**config.mk**
```make
export PLATFORM = sky130hd
export DESIGN_NAME = byte_packer
export DESIGN_NICKNAME = d
export VERILOG_FILES = /design/src/rtl/byte_packer_pkg.sv /design/src/rtl/byte_packer_fifo.sv /design/src/rtl/byte_packer.sv
export SDC_FILE = /design/constraint.sdc
export NUM_CORES = 1
export LEC_CHECK = 0
export ABC_AREA = 1
export BUFFER_PORTS_ARGS = -buffer_cell sky130_fd_sc_hd__buf_2
export CAP_MARGIN = 20
export CORE_MARGIN = 2
export CORE_UTILIZATION = 39
export CTS_CLUSTER_DIAMETER = 100
export CTS_CLUSTER_SIZE = 12
export DETAILED_ROUTE_END_ITERATION = 8
export HOLD_SLACK_MARGIN = 0.08
export PLACE_DENSITY_LB_ADDON = 0.08
export REMOVE_ABC_BUFFERS = 1
export SLEW_MARGIN = 20
export SYNTH_ARGS = -nofsm -noshare
export SYNTH_HDL_FRONTEND = slang
export SYNTH_SLANG_ARGS = --single-unit
```
**constraint.sdc**
```tcl
create_clock -name clk -period 2.45 [get_ports clk]
set_input_delay 0.3675 -clock clk [delete_from_list [all_inputs] [get_ports clk]]
set_output_delay 0.3675 -clock clk [all_outputs]
set_load 0.02 [all_outputs]
```
**src/rtl/byte_packer_pkg.sv**
```systemverilog
// Shared constants and types for the byte packer.
// The BYTE_PACKER_LAST_EN macro widens fifo_entry_t with keep/last sideband.
package byte_packer_pkg;

  localparam int BP_DATA_WIDTH = 8;
  localparam int BP_LANES      = 4;
  localparam int BP_FIFO_DEPTH = 4;

  localparam int LANE_IDX_W = $clog2(BP_LANES);
  localparam int FILL_W     = $clog2(BP_FIFO_DEPTH) + 1;

  typedef logic [BP_DATA_WIDTH*BP_LANES-1:0] word_t;
  typedef logic [BP_LANES-1:0]               keep_t;

`ifdef BYTE_PACKER_LAST_EN
  typedef struct packed {
    logic  last;
    keep_t keep;
    word_t word;
  } fifo_entry_t;
`else
  typedef struct packed {
    word_t word;
  } fifo_entry_t;
`endif

  // Keep mask with bits 0..idx set (lanes filled so far, including idx).
  function automatic keep_t keep_upto(input logic [LANE_IDX_W-1:0] idx);
    keep_t k;
    for (int i = 0; i < BP_LANES; i++) begin
      k[i] = (LANE_IDX_W'(i) <= idx);
    end
    return k;
  endfunction

endpackage

```
**src/rtl/byte_packer_fifo.sv**
```systemverilog
// Synchronous FIFO with registered full/empty/fill flags; push while full is
// accepted only when a pop frees the slot in the same cycle.
module byte_packer_fifo #(
  parameter int  WIDTH = 32,
  parameter int  DEPTH = 4,
  localparam int PTR_W = $clog2(DEPTH),
  localparam int CNT_W = PTR_W + 1
) (
  input  logic             clk,
  input  logic             rst_n,
  input  logic             push,
  input  logic [WIDTH-1:0] wdata,
  input  logic             pop,
  output logic [WIDTH-1:0] rdata,
  output logic             full,
  output logic             empty,
  output logic [CNT_W-1:0] fill
);

  logic [WIDTH-1:0] mem_q [DEPTH];
  logic [WIDTH-1:0] mem_d [DEPTH];
  logic [PTR_W-1:0] wr_ptr_q, wr_ptr_d;
  logic [PTR_W-1:0] rd_ptr_q, rd_ptr_d;
  logic [PTR_W-1:0] last_ptr_s;
  logic [CNT_W-1:0] fill_q, fill_d;
  logic             full_q, full_d;
  logic             empty_q, empty_d;
  logic             wr_en_s, rd_en_s;

  always_comb begin
    rd_en_s  = pop && !empty_q;
    wr_en_s  = push && (!full_q || rd_en_s);
    mem_d    = mem_q;
    wr_ptr_d = wr_ptr_q;
    rd_ptr_d = rd_ptr_q;
    if (wr_en_s) begin
      mem_d[wr_ptr_q] = wdata;
      wr_ptr_d        = wr_ptr_q + PTR_W'(1);
    end else begin
      wr_ptr_d = wr_ptr_q;
    end
    if (rd_en_s) begin
      rd_ptr_d = rd_ptr_q + PTR_W'(1);
    end else begin
      rd_ptr_d = rd_ptr_q;
    end
    case ({wr_en_s, rd_en_s})
      2'b10:   fill_d = fill_q + CNT_W'(1);
      2'b01:   fill_d = fill_q - CNT_W'(1);
      default: fill_d = fill_q;
    endcase
    full_d  = (fill_d == CNT_W'(DEPTH));
    empty_d = (fill_d == CNT_W'(0));
  end

  always_ff @(posedge clk) begin
    if (!rst_n) begin
      for (int i = 0; i < DEPTH; i++) begin
        mem_q[i] <= '0;
      end
      wr_ptr_q <= '0;
      rd_ptr_q <= '0;
      fill_q   <= '0;
      full_q   <= 1'b0;
      empty_q  <= 1'b1;
    end else begin
      mem_q    <= mem_d;
      wr_ptr_q <= wr_ptr_d;
      rd_ptr_q <= rd_ptr_d;
      fill_q   <= fill_d;
      full_q   <= full_d;
      empty_q  <= empty_d;
    end
  end

  // While empty the head shows the most recently written slot.
  assign last_ptr_s = wr_ptr_q - PTR_W'(1);
  assign rdata      = empty_q ? mem_q[last_ptr_s] : mem_q[rd_ptr_q];
  assign full       = full_q;
  assign empty      = empty_q;
  assign fill       = fill_q;

endmodule

```
**src/rtl/byte_packer.sv**
```systemverilog
// Packs a non-stallable byte stream into little-endian words behind a FIFO,
// with sticky overflow. BYTE_PACKER_LAST_EN adds din_last/dout_last/dout_keep.
module byte_packer
  import byte_packer_pkg::*;
#(
  parameter int DATA_WIDTH = BP_DATA_WIDTH,
  parameter int LANES      = BP_LANES,
  parameter int FIFO_DEPTH = BP_FIFO_DEPTH
) (
  input  logic                          clk,
  input  logic                          rst_n,
  input  logic [DATA_WIDTH-1:0]         din,
  input  logic                          din_vld,
`ifdef BYTE_PACKER_LAST_EN
  input  logic                          din_last,
  output logic                          dout_last,
  output logic [LANES-1:0]              dout_keep,
`endif
  output logic [DATA_WIDTH*LANES-1:0]   dout,
  output logic                          dout_vld,
  input  logic                          dout_rdy,
  output logic                          ovf,
  output logic [$clog2(FIFO_DEPTH):0]   fill
);

  localparam int WORD_W = DATA_WIDTH * LANES;
  localparam int IDX_W  = $clog2(LANES);
`ifdef BYTE_PACKER_LAST_EN
  localparam int ENTRY_W = WORD_W + LANES + 1;
`else
  localparam int ENTRY_W = WORD_W;
`endif

  logic [IDX_W-1:0]   lc_q, lc_d;
  logic [WORD_W-1:0]  acc_q, acc_d;
  logic               ovf_q, ovf_d;
  logic [WORD_W-1:0]  word_s;
  logic               done_s;
  logic               pop_s;
  logic               full_s, empty_s;
  logic [ENTRY_W-1:0] push_entry_s, head_entry_s;
`ifdef BYTE_PACKER_LAST_EN
  logic [LANES-1:0]   keep_s;
`endif

  // Accumulator with the incoming byte merged into lane lc.
  always_comb begin
    word_s = acc_q;
    for (int k = 0; k < LANES; k++) begin
      if (lc_q == IDX_W'(k)) begin
        word_s[k*DATA_WIDTH +: DATA_WIDTH] = din;
      end else begin
        word_s[k*DATA_WIDTH +: DATA_WIDTH] = acc_q[k*DATA_WIDTH +: DATA_WIDTH];
      end
    end
`ifdef BYTE_PACKER_LAST_EN
    for (int k = 0; k < LANES; k++) begin
      keep_s[k] = (IDX_W'(k) <= lc_q);
    end
`endif
  end

  always_comb begin
    done_s = 1'b0;
    if (din_vld) begin
`ifdef BYTE_PACKER_LAST_EN
      done_s = (lc_q == IDX_W'(LANES - 1)) || din_last;
`else
      done_s = (lc_q == IDX_W'(LANES - 1));
`endif
    end else begin
      done_s = 1'b0;
    end
  end

  assign pop_s = !empty_s && dout_rdy;

  // Completion clears the accumulator so a short word carries zeroed upper lanes.
  always_comb begin
    lc_d  = lc_q;
    acc_d = acc_q;
    ovf_d = ovf_q;
    if (din_vld) begin
      if (done_s) begin
        lc_d  = '0;
        acc_d = '0;
      end else begin
        lc_d  = lc_q + IDX_W'(1);
        acc_d = word_s;
      end
    end else begin
      lc_d  = lc_q;
      acc_d = acc_q;
    end
    if (done_s && full_s && !pop_s) begin
      ovf_d = 1'b1;
    end else begin
      ovf_d = ovf_q;
    end
  end

  always_ff @(posedge clk) begin
    if (!rst_n) begin
      lc_q  <= '0;
      acc_q <= '0;
      ovf_q <= 1'b0;
    end else begin
      lc_q  <= lc_d;
      acc_q <= acc_d;
      ovf_q <= ovf_d;
    end
  end

`ifdef BYTE_PACKER_LAST_EN
  assign push_entry_s = {din_last, keep_s, word_s};
  assign dout_keep    = head_entry_s[WORD_W +: LANES];
  assign dout_last    = head_entry_s[ENTRY_W-1];
`else
  assign push_entry_s = word_s;
`endif

  byte_packer_fifo #(
    .WIDTH (ENTRY_W),
    .DEPTH (FIFO_DEPTH)
  ) u_fifo (
    .clk   (clk),
    .rst_n (rst_n),
    .push  (done_s),
    .wdata (push_entry_s),
    .pop   (pop_s),
    .rdata (head_entry_s),
    .full  (full_s),
    .empty (empty_s),
    .fill  (fill)
  );

  assign dout     = head_entry_s[WORD_W-1:0];
  assign dout_vld = !empty_s;
  assign ovf      = ovf_q;

endmodule

```
Word level (Yosys, flattened, before mapping). Index checks and enable logic that the tools add are counted.

Register bits: 172. Output and inout bits: 37. Logic and storage cells: 61.

Add/sub/neg operators: 6. Order comparisons: 4. Equal/unequal tests: 6. Multiplexer cells: 18. Bitwise operators: 3. Reductions and logical operators: 12.

Operator list (count): 2-to-1 mux 32 bit (7); binary-select mux 32 bit (select 2 bit) (2); bitwise mux 128 bit (1); demux 32 bit (select 2 bit) (1); 2-to-1 mux 8 bit (4); >= comparator 3 bit (second input constant) (3); inverter 2 -> 3 bit (3); adder 2 x 1 -> 2 bit (second input constant) (3); equality test 2 bit (second input constant) (3); logical AND 1 bit (6); one-hot mux 3 bit (2 select lines) (1); equality test 2 x 1 -> 1 bit (second input constant) (2); adder 3 x 1 -> 3 bit (second input constant) (1); equality test 3 bit (second input constant) (1); zero test 1 bit (3); zero test 3 bit (1); less-than comparator 3 x 1 -> 1 bit (second input constant) (1); subtractor 3 x 1 -> 3 bit (second input constant) (1); zero test 2 bit (1); 2-to-1 mux 2 bit (1); subtractor 2 x 1 -> 2 bit (second input constant) (1); logical OR 1 bit (1); 2-to-1 mux 1 bit (1).

Logic depth before layout (Yosys ltp).
Depth in word-level cells: 8. Gate-level depth with buffers: 15.

Cells and area by module. From an unflattened synthesis, not the netlist that was laid out.

Cell total of the unflattened synthesis: 1586. Area total of the unflattened synthesis: 9713.1 um2.

Modules (own cells, without submodules): byte_packer_fifo (instances 1, cells an instance 1338, area each 8000.2 um2, sequential area each 2742.6 um2); byte_packer (instances 1, cells an instance 248, area each 1712.9 um2, sequential area each 700.7 um2).

Worst setup path after synthesis. Ideal clock, no wire load.

Path kind: reg-to-output. Start: reg u_fifo.wr_ptr_q[0]. End: out dout[11]. Data arrival time: 1.853 ns. Path slack: 0.230 ns. Stages on the path, launching flop included: 10. Cell sequence: dfxtp_1 > clkbuf_1 > inv_1 > ha_1 > buf_2 > buf_1 > o211ai_1 > nand2_1 > nand2_1 > nand2_1.

Longest elaborated chain between the ends: 6.

Ends and longest elaborated chain: from (decl) (RTL line byte_packer_fifo.sv:22) `logic [PTR_W-1:0] wr_ptr_q, wr_ptr_d;`; from (signal assigned) (RTL line byte_packer_fifo.sv:68) `wr_ptr_q <= wr_ptr_d;`; subtractor 2 x 1 -> 2 bit (RTL line byte_packer_fifo.sv:77) `assign last_ptr_s = wr_ptr_q - PTR_W'(1);`; named net u_fifo.last_ptr_s[0] (RTL line byte_packer_fifo.sv:24) `logic [PTR_W-1:0] last_ptr_s;`; inverter 2 -> 3 bit (implied by the code) (RTL line byte_packer_fifo.sv:78) `assign rdata = empty_q ? mem_q[last_ptr_s] : mem_q[rd_ptr_q];`; binary-select mux 32 bit (select 2 bit) (RTL line byte_packer_fifo.sv:78); 2-to-1 mux 32 bit (implied by the code) (2 in a row) (RTL line byte_packer_fifo.sv:78); 2-to-1 mux 32 bit (RTL line byte_packer_fifo.sv:78); to (decl) (RTL line byte_packer.sv:19) `output logic [DATA_WIDTH*LANES-1:0] dout,`.

The timed path passes the listed nets, and every way through them passes these cells. The select of a mux whose other input is x is not followed.

Worst setup path in the final report.
Start: reg u_fifo.wr_ptr_q[1]. End: out dout[29].

Longest elaborated chain between the ends: 6.

Ends and longest elaborated chain (RTL line): subtractor 2 x 1 -> 2 bit (byte_packer_fifo.sv:77); inverter 2 -> 3 bit (implied by the code) (byte_packer_fifo.sv:78); binary-select mux 32 bit (select 2 bit) (byte_packer_fifo.sv:78); 2-to-1 mux 32 bit (implied by the code) (2 in a row) (byte_packer_fifo.sv:78); 2-to-1 mux 32 bit (byte_packer_fifo.sv:78).

Every way passes these cells. The select of a mux whose other input is x is not followed.

==> reports/metrics.csv <==
metric,value,unit
p_sw,0.00196,W
grt_pass1_wl,50500,um
r2r_slack,0.31,ns
p_comb_frac,0.151,
synthCells,1747,
cts_tree,yes,
r2r_start,lc_q[0],
ys_ff_latch,172,
synth_ff_type,dfxtp_1,
netlist_area,10300,um2
start_util,0.397,
hpwl,18300,um
port_buffers,48,
cts-root-buf,clkbuf_16,
wl,31300,um
place_congestion,0.783,
area_delta_synth_final,11.3,%
leakagePower,5.79,nW
critical_path.top_delay_family,buffers and inverters,
synth_warnings,0,
postRouteAntennaNets,0,
clock_latency,0.43,ns
post-route-period-util,0.948,
dp_cells,2042,
seq_area,3450,um2
cts_max_level,4,
grt_overflow,0,
crit_arrival,1.96,ns
synth_most_common_cell,nand2_1,
cp_num_buf_inv,3,
worstReg2RegEnd,u_fifo.empty,
rows,59,
worstHoldPathType,input pin to register,
ys_types,28,
clockPowerShare,0.428,
ys_top_cells_by_area,"dfxtp_1 33%, nand2_1 23%, inv_1 11%",
final_cells,2078,
start_kind,register,
worstPathRequired,2.08,ns
synth_edf_count,0,
synthTopCellsByCount,"631 x nand2_1, 293 x inv_1, 181 x nor2_1",
setup_viol,0,
grtUsageTotal,0.226,
path_depth,8,
fin_nets,1751,
fmax,430,MHz
top_layer,met4,
tns,0,ns
cts_buffer_depth,2,
wl_met2,14500,um
synth_top_area_share,0.334,
crit_path_max_incr_delay,0.35,ns
finalClockSkew,0.0103,ns
route.detailed.drc,0,
hold_path_startpoint,din_vld,
numCtsBuffers,17,
p_int,0.00490,W
hold_depth,2,
clkTransAtPathRegs,0.07,ns
drtIter0Drc,692,
cp_max_fo,22,
hold_violations,0,
vias_per_cell,4.87,
drive_gt1_frac,0.0746,
met1_length,15200,um
post-route-min-period,2.32,ns
core_area,26000,um2
ios,49,
min_to,lc_q[0],
vias,10110,
grt_max_degree,132,
die_h,167,um
seq_power_share,0.422,
dr.pass1.iters,5,
crit_path_cell_trace,"inv_1, ha_4, buf_6, o211ai_1, nand2_1, nand2_1, nand2_1, buf_2",
finalMaxSlewViolations,0,
rsz0062_at_grt,no,
maxCapViolCount,0,
die_w,167,um
synth.avg_cell_area,5.90,um2
worstMarginPinSlew,0.771,ns
fillers,2869,
status,"finished, final reports clean",
dieArea,27700,um2
ys_seq_area_frac,0.334,
post_drt_wl_per_cell,15.1,um
hold_buffers,0,
endpoint_kind,output pin,
r2r_cells,13,
switching_share,0.286,
grt_pass1_vias,9512,
p_per_area,598,nW/um2
async_flop_share,0,
antenna_found_initial,1,
multi_input_area,5190,um2
vdd_drop_max,0.316,mV
slowest_stage,dfxtp_2,
path_class,register to output pin,
max_slew_margin,0.486,
synth_area_leader_cell,dfxtp_1,
met3_length,1100,um
clock-sinks,172,
cpMostUsedCell,nand2_1,
-- sequential cells by signal (all words and copies together), names as in the netlist --
register	cells
u_fifo.full	1
acc_q	32
u_fifo.wr_ptr_q	2
u_fifo.empty	1
ovf	1
u_fifo.fill	3
u_fifo.rd_ptr_q	2
u_fifo.mem_q	128
lc_q	2
-- worst max path at each step --
stage	from	endpoint	slack, ns
finish	u_fifo.wr_ptr_q[1]	dout[29]	0.13
global route	u_fifo.wr_ptr_q[1]	dout[6]	0.006
CTS	u_fifo.wr_ptr_q[0]	dout[9]	0.01
detailed placement	dout_rdy	u_fifo.empty	0.34
global placement	dout_rdy	u_fifo.empty	0.36
floorplan	u_fifo.wr_ptr_q[0]	dout[0]	-2.32
-- layout make-up --
cell class | count | share of cell area
Inverter | 297 | 0.0974
Timing Repair Buffer | 84 | 0.0570
Tap cell | 335 | 0.0365
Multi-Input combinational cell | 1157 | 0.453
Antenna cell | 1 | 0.000218
Clock buffer | 24 | 0.0438
Clock inverter | 8 | 0.0112
Sequential cell | 172 | 0.301
-- power by group through the flow --
| stage | logic [W] | clock network (W) | registers (W) |
|---|---|---|---|
| floorplan | 0.000586 | 0 | 0.00301 |
| global placement | 0.00101 | 0 | 0.00296 |
| detailed placement | 0.00102 | 0 | 0.00296 |
| CTS | 0.00102 | 0.00301 | 0.00290 |
| global route | 0.00117 | 0.00312 | 0.00290 |
| finish | 0.00104 | 0.00293 | 0.00289 |
-- timing repair --
| item | CTS | global route |
|---|---|---|
| setup endpoints to repair | 7 | 29 |
| setup buffers | 0 | 1 |
| resized for setup | 2 | 3 |
| cloned | 0 | 2 |
-- cell usage in the layout (no fill, tap or decap), types with 2 or more instances in the layout --
| cell type | n |
|---|---|
| a21oi_1 | 90 |
| buf_12 | 9 |
| buf_2 | 47 |
| buf_4 | 24 |
| buf_6 | 3 |
| bufinv_16 | 3 |
| clkbuf_1 | 3 |
| clkbuf_16 | 19 |
| clkbuf_8 | 3 |
| clkinv_4 | 2 |
| dfxtp_1 | 167 |
| dfxtp_2 | 3 |
| dfxtp_4 | 2 |
| ha_1 | 8 |
| inv_1 | 292 |
| inv_2 | 3 |
| nand2_1 | 631 |
| nand3_1 | 8 |
| nand3_2 | 4 |
| nand4_1 | 86 |
| nor2_1 | 181 |
| nor3_1 | 8 |
| o211ai_1 | 64 |
| o21ai_0 | 67 |
| xor2_1 | 2 |
-- stage by stage --
step	hold slack (ns)	utilization	worst slack, ns	cell area, um2	power (W)
after global routing	0.167	0.441	0.00622	11500	0.00719
after global placement	0.430	0.415	0.363	10800	0.00397
after CTS	0.153	0.439	0.0107	11400	0.00693
after floorplan	0.424	-	-2.32	9740	0.00359
final	0.170	0.441	0.127	11500	0.00686
after detailed placement	0.433	0.415	0.336	10800	0.00398
-- metal layers --
metal / up-vias / global-route usage
li1: 5320 / -
met1: 4570 / 0.304
met2: 189 / 0.384
met3: 31 / 0.0295
met4: 0 / 0.0566
met5: - / 0
-- logic make-up after synthesis --
kind of cell / Yosys count / synth area share
xor+xnor: 2 / 0.00170
compound gates: 224 / 0.125
buf+inv: 418 / 0.164
flops: 172 / 0.334
fa+ha+maj: 10 / 0.0129
simple gates: 921 / 0.363
Power figures use the tool's default switching activity.
